--- src/rtl/shifter_pkg.sv ---
// Shared types and helpers for the pipelined barrel shifter.
//   shift_op_e  : operation encoding carried on in_op (codes 101..111 reserved)
//   is_right    : op runs on a bit-reversed operand
//   is_rotate   : op wraps bits instead of filling
//   is_reserved : op is one of the unused codes (pass-through)
//   bit_reverse : reverse the low w bits of a MAX_W-wide vector
package shifter_pkg;

  typedef enum logic [2:0] {
    SLL = 3'b000,
    SRL = 3'b001,
    SRA = 3'b010,
    ROL = 3'b011,
    ROR = 3'b100
  } shift_op_e;

  // Widest operand the reversal helper supports.
  localparam int unsigned MAX_W   = 128;
  localparam int unsigned MAX_SHW = $clog2(MAX_W);

  function automatic logic is_right(input logic [2:0] op);
    return (op == SRL) || (op == SRA) || (op == ROR);
  endfunction

  function automatic logic is_rotate(input logic [2:0] op);
    return (op == ROL) || (op == ROR);
  endfunction

  function automatic logic is_reserved(input logic [2:0] op);
    return op > ROR;
  endfunction

  function automatic logic [MAX_W-1:0] bit_reverse(input logic [MAX_W-1:0] d,
                                                   input int unsigned     w);
    logic [MAX_W-1:0] r;
    r = '0;
    for (int unsigned i = 0; i < MAX_W; i++) begin
      if (i < w) r[MAX_SHW'(i)] = d[MAX_SHW'(w - 1 - i)];
    end
    return r;
  endfunction

endpackage

--- src/rtl/pipelined_barrel_shifter_stage.sv ---
// One mux level of the barrel shifter: shifts left by DIST when sh is set,
// filling with the fill bit or wrapping when rot is set. With REGISTERED = 1
// the result and the rank sideband are captured when en is high; otherwise
// the level is purely combinational.
//   clk, rst_n : clock, synchronous active-low reset
//   en         : rank advance enable
//   d / q      : partial data in / out
//   sh         : shift this level
//   fill, rot  : fill bit, rotate flag
//   sb_d/sb_q  : sideband (valid, fill, op, shamt, tag) in / out
module shift_stage
  import shifter_pkg::*;
#(
  parameter int unsigned WIDTH      = 16,
  parameter int unsigned SB_W       = 1,
  parameter int unsigned DIST       = 1,
  parameter bit          REGISTERED = 1'b1
) (
  input  logic             clk,
  input  logic             rst_n,
  input  logic             en,
  input  logic [WIDTH-1:0] d,
  input  logic             sh,
  input  logic             fill,
  input  logic             rot,
  input  logic [SB_W-1:0]  sb_d,
  output logic [WIDTH-1:0] q,
  output logic [SB_W-1:0]  sb_q
);

  logic [WIDTH-1:0] shifted;

  always_comb begin
    shifted = d;
    if (sh) begin
      if (rot) shifted = {d[WIDTH-DIST-1:0], d[WIDTH-1 -: DIST]};
      else     shifted = {d[WIDTH-DIST-1:0], {DIST{fill}}};
    end
  end

  if (REGISTERED) begin : g_reg
    always_ff @(posedge clk) begin
      if (!rst_n) begin
        q    <= '0;
        sb_q <= '0;
      end else if (en) begin
        q    <= shifted;
        sb_q <= sb_d;
      end
    end
  end else begin : g_comb
    logic unused_ctl;
    assign unused_ctl = ^{clk, rst_n, en};
    assign q    = shifted;
    assign sb_q = sb_d;
  end

endmodule

--- src/rtl/pipelined_barrel_shifter.sv ---
// Pipelined barrel shifter/rotator with valid/ready handshake.
// Right ops reverse the operand, run through SHW left-shift levels and
// reverse the result, so one left-shift datapath serves all five ops.
//   clk, rst_n            : clock, synchronous active-low reset
//   in_valid/in_ready     : operand handshake
//   in_data, in_shamt     : operand and shift amount
//   in_op, in_tag         : operation (shift_op_e) and sideband tag
//   out_valid/out_ready   : result handshake
//   out_data, out_tag     : result and its tag
module pipelined_barrel_shifter
  import shifter_pkg::*;
#(
  parameter  int unsigned WIDTH     = 16,
  parameter  int unsigned REG_EVERY = 1,
  parameter  int unsigned TAG_W     = 4,
  localparam int unsigned SHW       = $clog2(WIDTH)
) (
  input  logic             clk,
  input  logic             rst_n,
  input  logic             in_valid,
  output logic             in_ready,
  input  logic [WIDTH-1:0] in_data,
  input  logic [SHW-1:0]   in_shamt,
  input  logic [2:0]       in_op,
  input  logic [TAG_W-1:0] in_tag,
  output logic             out_valid,
  input  logic             out_ready,
  output logic [WIDTH-1:0] out_data,
  output logic [TAG_W-1:0] out_tag
);

  if (WIDTH < 2 || (WIDTH & (WIDTH - 1)) != 0 || WIDTH > MAX_W) begin : g_bad_width
    $error("pipelined_barrel_shifter: WIDTH must be a power of two in 2..%0d", MAX_W);
  end
  if (REG_EVERY < 1 || REG_EVERY > SHW) begin : g_bad_reg_every
    $error("pipelined_barrel_shifter: REG_EVERY must be in 1..SHW");
  end

  // Sideband layout, MSB first: valid, fill, op[2:0], shamt, tag.
  localparam int unsigned SB_W   = 5 + SHW + TAG_W;
  localparam int unsigned SB_SH  = TAG_W;
  localparam int unsigned SB_OP  = TAG_W + SHW;
  localparam int unsigned SB_FIL = TAG_W + SHW + 3;

  logic             adv;
  logic [WIDTH-1:0] dat [SHW+1];
  logic [SB_W-1:0]  sb  [SHW+1];
  logic [WIDTH-1:0] d0;
  logic [SHW-1:0]   shamt0;
  logic             fill0;
  logic [2:0]       op_out;

  assign out_valid = sb[SHW][SB_W-1];
  assign adv       = !out_valid || out_ready;
  assign in_ready  = adv;

  always_comb begin
    shamt0 = is_reserved(in_op) ? '0 : in_shamt;
    fill0  = (in_op == SRA) && in_data[WIDTH-1];
    d0     = in_data;
    if (is_right(in_op)) d0 = WIDTH'(bit_reverse(MAX_W'(in_data), WIDTH));
    // Bubbles carry zero data so an idle output reads 0.
    if (!in_valid) d0 = '0;
  end

  assign dat[0] = d0;
  assign sb[0]  = {in_valid, fill0, in_op, shamt0, in_tag};

  for (genvar k = 0; k < SHW; k++) begin : g_lvl
    localparam bit REG = (((k + 1) % REG_EVERY) == 0) || (k == SHW - 1);
    logic [2:0] op_k;
    assign op_k = sb[k][SB_OP +: 3];

    shift_stage #(
      .WIDTH      (WIDTH),
      .SB_W       (SB_W),
      .DIST       (1 << k),
      .REGISTERED (REG)
    ) u_stage (
      .clk   (clk),
      .rst_n (rst_n),
      .en    (adv),
      .d     (dat[k]),
      .sh    (sb[k][SB_SH + k]),
      .fill  (sb[k][SB_FIL]),
      .rot   (is_rotate(op_k)),
      .sb_d  (sb[k]),
      .q     (dat[k+1]),
      .sb_q  (sb[k+1])
    );
  end

  assign op_out  = sb[SHW][SB_OP +: 3];
  assign out_tag = sb[SHW][TAG_W-1:0];

  always_comb begin
    out_data = dat[SHW];
    if (is_right(op_out)) out_data = WIDTH'(bit_reverse(MAX_W'(dat[SHW]), WIDTH));
  end

  logic unused_sb;
  assign unused_sb = ^{sb[SHW][SB_FIL], sb[SHW][SB_SH +: SHW]};

endmodule

--- config.mk ---
export PLATFORM = sky130hd
export DESIGN_NAME = pipelined_barrel_shifter
export DESIGN_NICKNAME = d
export VERILOG_FILES = /design/src/rtl/shifter_pkg.sv /design/src/rtl/pipelined_barrel_shifter_stage.sv /design/src/rtl/pipelined_barrel_shifter.sv
export SDC_FILE = /design/constraint.sdc
export NUM_CORES = 1
export LEC_CHECK = 0
export CAP_MARGIN = 20
export CORE_MARGIN = 3
export CORE_UTILIZATION = 60
export CTS_CLUSTER_SIZE = 40
export DETAILED_ROUTE_END_ITERATION = 8
export PLACE_DENSITY = 0.83
export SLEW_MARGIN = 20
export SYNTH_ARGS = -nofsm -noshare
export SYNTH_HDL_FRONTEND = slang
export SYNTH_HIERARCHICAL = 1
export SYNTH_SLANG_ARGS = --single-unit
--- constraint.sdc ---
create_clock -name clk -period 5.8 [get_ports clk]
set_clock_uncertainty 0.1 [all_clocks]
set_input_delay 1.74 -clock clk [delete_from_list [all_inputs] [get_ports clk]]
set_output_delay 1.74 -clock clk [all_outputs]
set_load 0.005 [all_outputs]
==> results.yml, run 1 <==
setup_path:
  crit_type: "primary input to primary output"
  path_depth: 3
  r2r_start: "g_lvl[3].u_stage/sb_q[12]"
  cp_top_family: "buffers and inverters"
  crit_buf_inv: 2
  critical_path_required_ns: 3.96
  worst_path_max_delay_cell: "clkdlybuf4s50_1"
  cp_common_cell: "clkdlybuf4s50_1"
  crit_chain: "clkdlybuf4s50_1, nand2b_4, clkdlybuf4s50_1"
  worstPathArrival_ns: 2.82
  end_kind: "primary output"
  crit_fanout: 2
  max_stage_delay_ns: 0.50
  startpoint_type: "primary input"
  r2r_slack_ns: 3.13
  worstRegToRegCells: 5
  r2r_end: "g_lvl[3].u_stage/q[7]"
global_route:
  antenna_found_initial: 0
  grt.total_usage: 0.211
  grt_pass1_vias: 3804
  grt_pass1_wl_mm: 18.1
  grt_max_degree: 91
  grt_overflow: 0
routing:
  detail_route.first_pass.iterations: 4
  dr_wl_met2_mm: 5.42
  finalWirelength_mm: 10.9
  post-route-drc-count: 0
  num_vias: 4100
  ant_nets: 0
  wl_met3_microns: 343
  wl_met1_mm: 5.11
  wl_per_cell_microns: 16.2
  top_layer_used: "met4"
  via_per_inst: 6.06
  drt-initial-drc-count: 149
sta:
  timing_hold_violations_final: 0
  max_slew_margin: 0.357
  setup_viol: 0
  rsz0062_at_grt: "false"
  tightest_slew_ns: 0.962
  setup_tns_ns: 0
  min_period_ns: 4.66
  max_freq_mhz: 214
  slew_viol_final: 0
  fin_crit_sh: 0.804
min_path:
  whs_path_depth: 2
  min_from: "g_lvl[1].u_stage/sb_q[12]"
  hold_class: "flip-flop to flip-flop"
  min_to: "g_lvl[1].u_stage/sb_q[12]"
yosys:
  ys.warnings.count: 6
  syn_area_sq_um: 5600
  synth_nets: 583
  syn_inst: 552
  syn_area_per_cell_sq_um: 10.1
clocking:
  path_clk_slew_ns: 0.11
  clk_path_buf_depth: 2
  cts_hold_buf: 0
  cts.htree.levels: 3
  cts_made_buffers: 9
  post_cts_buffers: 0
  clkLatencyLatePin_ns: 0.36
  cts_tree: "done"
  cts.sinks: 105
  cts-resized-gates: 0
  clk_root_buffer_cell: "clkbuf_8"
final_layout:
  area_growth_pct: 7.78
  drive_above_1_share: 0.132
  nets: 595
  n_antenna_cell: 0
  fill_cells: 717
  final_core_util: 0.679
power_and_ir_drop:
  p_total_w: 0.00143
  vdd_drop_max_uv: 134
  powerDensity_nw_per_um2: 238
  leakagePower_nw: 2.27
run:
  cap_viol_max_count: 0
floorplan:
  die_w_microns: 103
  io_pins: 53
  start_util: 0.630
  die_y_microns: 103
  die_area_sq_um: 10500
  rows: 34
  core_area_sq_um: 8890
placed_design:
  dp_hpwl_mm: 7.54
  finalWeightedCongestion: 0.831
  portBuffers: 52
status:
  status: "finished, final reports clean"
[how the worst max path moves through the flow]
stage	start	to	slack [ns]
after floorplan	out_ready	in_ready	1.95
after global placement	out_ready	in_ready	1.15
after detailed placement	out_ready	in_ready	1.14
after CTS	out_ready	in_ready	1.13
after global routing	out_ready	in_ready	1.12
final	out_ready	in_ready	1.14
[area by class of cell]
class	count	area [sq um]	share of cell area
multi-input combinational	391	3030	0.501
timing repair buffer	56	548	0.0908
clock buffer	9	124	0.0205
sequential	105	2100	0.348
clock inverter	7	95.1	0.0158
inverter	1	3.75	0.000622
tap	108	135	0.0224
[per-layer routing]
| layer | vias to the layer above | global-route usage |
|---|---|---|
| met5 | - | 0 |
| met4 | 0 | 0.0545 |
| met3 | 6 | 0.0318 |
| met2 | 63 | 0.362 |
| met1 | 1989 | 0.279 |
| li1 | 2042 | - |
[sequential cells by signal, summed over array words and instances, names as in the netlist]
register	flops
g_lvl.u_stage/q	64
g_lvl.u_stage/sb_q	41
[per-stage QoR]
step / area [sq um] / hold slack (ns) / instances / setup WS (ns)
3_5_place_dp: 5810 / 0.406 / 661 / 1.14
4_1_cts: 6030 / 0.429 / 677 / 1.13
6_report: 6030 / 0.425 / 677 / 1.14
2_1_floorplan: 5600 / 0.382 / 552 / 1.95
3_3_place_gp: 5810 / 0.399 / 661 / 1.15
5_1_grt: 6030 / 0.448 / 677 / 1.12
[worst min-delay path, stage by stage, from the launching register on]
cell and delay (ns):
dfxtp_1 0.34, mux2i_1 0.06, nor2b_1 0.09
[report_power, final]
| group | internal, W | leakage, nW | total [W] | switching, W |
|---|---|---|---|---|
| Combinational | 0.0000863 | 1.31 | 0.000174 | 0.0000882 |
| Clock | 0.000213 | 0.111 | 0.000483 | 0.000270 |
| Sequential | 0.000750 | 0.856 | 0.000777 | 0.0000275 |
[cells in the final DEF (no fill, tap or decap), types with 2 or more instances in the layout]
master           instances
dfxtp_1                105
clkdlybuf4s50_1         51
a21oi_1                 55
nor2b_1                 41
nand3b_1                15
o21ai_1                 18
o21ai_0                 37
mux2_2                  16
inv_8                    2
o221ai_1                 3
o221ai_2                 8
nand3_2                  2
o211ai_2                11
nand2_1                 21
o211ai_1                25
and2_1                   4
a21oi_2                 10
mux2i_1                105
clkbuf_8                 9
nor2_1                   4
buf_4                    5
nand4b_1                 4
inv_6                    2
Power figures use the tool's default switching activity.
==> run 2, diff against run 1 <==
- CORE_UTILIZATION: 60 -> 58
- PLACE_DENSITY: 0.83 -> 0.8
- clock period: 5.8 -> 4.6 ns (I/O delays scaled with it)
==> run 2 against run 1 <==
Net effect:
- global-route usage is 0.95 points lower
- die area grew 3.2%
- first-iteration DRC count grew 57%
- combinational power up 27%
- largest cell class unchanged
- cell count is 3.4% higher
- critical path depth is the same
- design area grew 0.46%
- routed wire length is 1.2% lower
- sequential cell count did not move
- hold slack lost 0.0011 ns
- core utilization shrank 2.9 points
- critical endpoint unchanged
==> results.yml, run 2 (synthesized netlist as in run 1, its figures left out) <==
status:
  status: "finished, final reports clean"
global_route:
  grt_overflow: 0
  grt_pass1_vias: 3788
  grt_pass1_wl_mm: 18.5
  grt.total_usage: 0.202
  grt_max_degree: 99
  grt_use_met2: 0.329
  grt.busiest_layer: "met2"
  antenna_found_initial: 0
  use_met1: 0.276
  global_route.usage.met3: 0.0298
min_path:
  hold_class: "flip-flop to flip-flop"
  min_from: "g_lvl[1].u_stage/q[3]"
  min_to: "g_lvl[2].u_stage/q[3]"
  whs_path_depth: 2
sta:
  fin_crit_sh: 0.855
  rsz0062_at_grt: "false"
  slew_viol_final: 0
  setup_tns_ns: 0
  max_slew_margin: 0.306
  min_period_ns: 3.93
  timing_hold_violations_final: 0
  setup_viol: 0
  max_freq_mhz: 254
  tightest_slew_ns: 1.04
setup_path:
  critical_path_required_ns: 3.12
  worstPathArrival_ns: 2.45
  end_kind: "primary output"
  startpoint_type: "primary input"
  worstRegToRegCells: 5
  crit_fanout: 2
  r2r_start: "g_lvl[3].u_stage/sb_q[12]"
  r2r_slack_ns: 2.11
  r2r_end: "g_lvl[0].u_stage/q[1]"
  crit_type: "primary input to primary output"
final_layout:
  design_area_sq_um: 6060
  multi_input_area_sq_um: 3030
  reg_top3: "g_lvl.u_stage/q x64, g_lvl.u_stage/sb_q x41"
  ff_latch_area_sq_um: 2100
  nets: 599
  regMostFlops: "g_lvl.u_stage/q"
  largest_reg_flops: 64
  layout_common_cells: "105 x mux2i_1, 105 x dfxtp_1, 55 x a21oi_1, 51 x clkdlybuf4s50_1, 41 x nor2b_1"
  final_cells: 700
  area_growth_pct: 8.27
  fill_cells: 781
  n_antenna_cell: 0
  drive_above_1_share: 0.135
clocking:
  cts-resized-gates: 0
  clkLatencyLatePin_ns: 0.37
  cts.sinks: 105
  cts_made_buffers: 9
  clk_root_buffer_cell: "clkbuf_8"
  post_cts_buffers: 0
  path_clk_slew_ns: 0.09
  cts_hold_buf: 0
  cts.htree.levels: 3
  clk_path_buf_depth: 2
  cts_tree: "done"
placed_design:
  dp.cells: 686
  dpl_cell_area_sq_um: 5870
  dp_hpwl_mm: 7.48
  finalWeightedCongestion: 0.832
  portBuffers: 52
routing:
  post-route-drc-count: 0
  detail_route.first_pass.iterations: 4
  wl_per_cell_microns: 15.4
  finalWirelength_mm: 10.8
  drt-initial-drc-count: 234
  num_vias: 4077
  via_per_inst: 5.82
  ant_nets: 0
power_and_ir_drop:
  leakagePower_nw: 2.27
  powerDensity_nw_per_um2: 290
  vdd_drop_max_uv: 149
run:
  cap_viol_max_count: 0
floorplan:
  die_w_microns: 104
  rows: 35
  die_area_sq_um: 10900
  start_util: 0.600
  core_area_sq_um: 9330
  io_pins: 53
  die_y_microns: 104
-- run 2: changes by cell type in the layout (fill, tap and decap cells not counted) --
cell,delta
clkinvlp_4,+1
clkinv_4,+1
clkinv_8,-1
inv_6,-2
buf_4,+3
buf_2,+1
clkbuf_8,+1
inv_8,-2
-- run 2: how the worst max path moves through the flow --
stage | slack [ns] | from | to | depth (start not counted)
3_5_place_dp | 0.60 | out_ready | g_lvl[0].u_stage/sb_q[5] | 6
5_1_grt | 0.62 | g_lvl[3].u_stage/sb_q[8] | out_data[1] | 4
2_1_floorplan | 1.47 | out_ready | in_ready | 1
6_report | 0.67 | out_ready | in_ready | 3
3_3_place_gp | 0.67 | out_ready | g_lvl[0].u_stage/sb_q[5] | 6
4_1_cts | 0.66 | out_ready | in_ready | 3
-- run 2: stage by stage --
stage | setup slack (ns) | utilization | hold WS (ns) | total power [W]
2_1_floorplan | 1.47 | - | 0.382 | 0.00116
3_3_place_gp | 0.671 | 0.629 | 0.396 | 0.00121
3_5_place_dp | 0.598 | 0.629 | 0.407 | 0.00122
4_1_cts | 0.664 | 0.650 | 0.425 | 0.00178
6_report | 0.669 | 0.650 | 0.424 | 0.00176
5_1_grt | 0.625 | 0.650 | 0.452 | 0.00184
-- run 2: cell type report --
type,count,area share
Inverter,1,0.000619
Clock inverter,4,0.00908
Clock buffer,10,0.0227
Sequential cell,105,0.347
Multi-Input combinational cell,391,0.499
Tap cell,129,0.0266
Timing Repair Buffer,60,0.0950
-- run 2: layer usage --
layer | part of all wire | wire (microns) | up-vias
met1 | 0.47 | 5040 | 1910
met3 | 0.038 | 414 | 13
met4 | 0.013 | 143 | 0
met2 | 0.48 | 5210 | 112
li1 | - | - | 2042
met5 | 0 | 0 | -
-- run 2: power by group --
group	switching, W	internal, W	leakage (nW)
clock	0.000297	0.000262	0.0944
combinational	0.000111	0.000111	1.32
sequential	0.0000344	0.000945	0.856
-- run 2: critical path: stages --
cell	delay [ns]
clkdlybuf4s50_1	0.46
nand2b_4	0.12
clkdlybuf4s50_1	0.49
==> run 3, diff against run 2 <==
- CORE_UTILIZATION: 58 -> 60
- PLACE_DENSITY: 0.8 -> 0.83
- clock period: 4.6 -> 4.8 ns (I/O delays scaled with it)
==> run 3 against run 2 <==
Net effect:
- global-route usage rose by 1.5 points
- power fell by 3.8%
- combinational power fell by 3%
- hold slack improved by 0.0013 ns
- first-iteration DRC count rose by 0.85%
- critical path depth did not move
- register-to-register slack improved by 0.17 ns
- sequential cell count did not move
- clock power fell by 3%
- setup slack improved by 0.075 ns
- sequential share of layout area barely moved
- largest cell class unchanged
==> results.yml, run 3 (synthesized netlist as in run 1, its figures left out) <==
placed_design:
  dp.cells: 665
  dp_hpwl_mm: 7.47
  portBuffers: 52
  dpl_cell_area_sq_um: 5850
  dp_slack_ns: 0.729
  finalWeightedCongestion: 0.814
power_and_ir_drop:
  leakagePower_nw: 2.29
  p_total_w: 0.00169
  vdd_drop_max_uv: 176
  powerDensity_nw_per_um2: 280
global_route:
  grt.total_usage: 0.217
  grt_pass1_vias: 3913
  grt_use_met2: 0.344
  grt_pass1_wl_mm: 18.5
  antenna_found_initial: 0
  grt.busiest_layer: "met2"
  grt_overflow: 0
  use_met1: 0.298
  grt_max_degree: 89
  global_route.usage.met3: 0.0399
final_layout:
  regMostFlops: "g_lvl.u_stage/q"
  area_growth_pct: 8.25
  reg_top3: "g_lvl.u_stage/q x64, g_lvl.u_stage/sb_q x41"
  n_antenna_cell: 0
  layout_common_cells: "105 x mux2i_1, 105 x dfxtp_1, 55 x a21oi_1, 51 x clkdlybuf4s50_1, 41 x nor2b_1"
  fill_cells: 663
  design_area_sq_um: 6060
  ff_latch_area_sq_um: 2100
  nets: 599
  drive_above_1_share: 0.138
  multi_input_area_sq_um: 3030
  largest_reg_flops: 64
  final_cells: 681
sta:
  setup_slack_ns: 0.744
  setup_tns_ns: 0
  timing_hold_violations_final: 0
  slew_viol_final: 0
  setup_viol: 0
  min_period_ns: 4.06
  rsz0062_at_grt: "false"
  max_slew_margin: 0.334
  fin_crit_sh: 0.845
  tightest_slew_ns: 0.999
  max_freq_mhz: 247
min_path:
  whs_path_depth: 2
  hold_class: "flip-flop to flip-flop"
  min_from: "g_lvl[3].u_stage/sb_q[0]"
  min_to: "g_lvl[3].u_stage/sb_q[0]"
setup_path:
  r2r_start: "g_lvl[3].u_stage/sb_q[12]"
  end_kind: "primary output"
  critical_path_required_ns: 3.26
  worstRegToRegCells: 5
  r2r_slack_ns: 2.28
  crit_type: "primary input to primary output"
  crit_fanout: 2
  r2r_end: "g_lvl[0].u_stage/q[6]"
  startpoint_type: "primary input"
  worstPathArrival_ns: 2.52
routing:
  ant_nets: 0
  wl_per_cell_microns: 15.8
  detail_route.first_pass.iterations: 4
  num_vias: 4066
  drt-initial-drc-count: 236
  finalWirelength_mm: 10.7
  post-route-drc-count: 0
  via_per_inst: 5.97
run:
  cap_viol_max_count: 0
floorplan:
  start_util: 0.630
  rows: 34
  core_area_sq_um: 8890
  die_y_microns: 103
  io_pins: 53
  die_area_sq_um: 10500
  die_w_microns: 103
clocking:
  cts_hold_buf: 0
  cts.htree.levels: 3
  cts-resized-gates: 0
  post_cts_buffers: 0
  clk_root_buffer_cell: "clkbuf_8"
  path_clk_slew_ns: 0.11
  clk_path_buf_depth: 2
  cts.sinks: 105
  clkLatencyLatePin_ns: 0.37
  cts_tree: "done"
  cts_made_buffers: 9
status:
  status: "finished, final reports clean"
-- run 3: power by group --
group          leakage [nW]  switching [W]  internal (W)  total [W]
combinational          1.33       0.000107      0.000107   0.000215
clock                 0.104       0.000332      0.000209   0.000541
sequential            0.856      0.0000324      0.000906   0.000938
total                  2.29       0.000471       0.00122    0.00169
-- run 3: per-layer routing --
metal	vias up	part of all wire
met5	-	0
met4	0	0.017
met3	10	0.041
met2	77	0.47
met1	1928	0.47
li1	2051	-
-- run 3: how the worst max path moves through the flow --
stage / start / endpoint / cells after the start
floorplan: out_ready / in_ready / 1
detailed placement: out_ready / g_lvl[1].u_stage/q[7] / 6
CTS: out_ready / in_ready / 3
global placement: out_ready / in_ready / 3
finish: out_ready / in_ready / 3
global route: out_ready / in_ready / 3
-- run 3: final cells by class --
type	count	area share
multi-input combinational	391	0.499
clock inverter	7	0.0134
sequential	105	0.347
timing repair buffer	60	0.0970
clock buffer	9	0.0204
inverter	1	0.000619
tap	108	0.0223
-- run 3: per-stage QoR --
stage          utilization  hold slack (ns)
5_1_grt              0.682            0.451
3_3_place_gp         0.658            0.398
3_5_place_dp         0.658            0.406
4_1_cts              0.682            0.430
6_report             0.682            0.426
2_1_floorplan            -            0.382
-- run 3: worst max-delay path, cell delays in order --
cell	delay, ns
clkdlybuf4s50_1	0.46
nand2b_4	0.12
clkdlybuf4s50_1	0.49
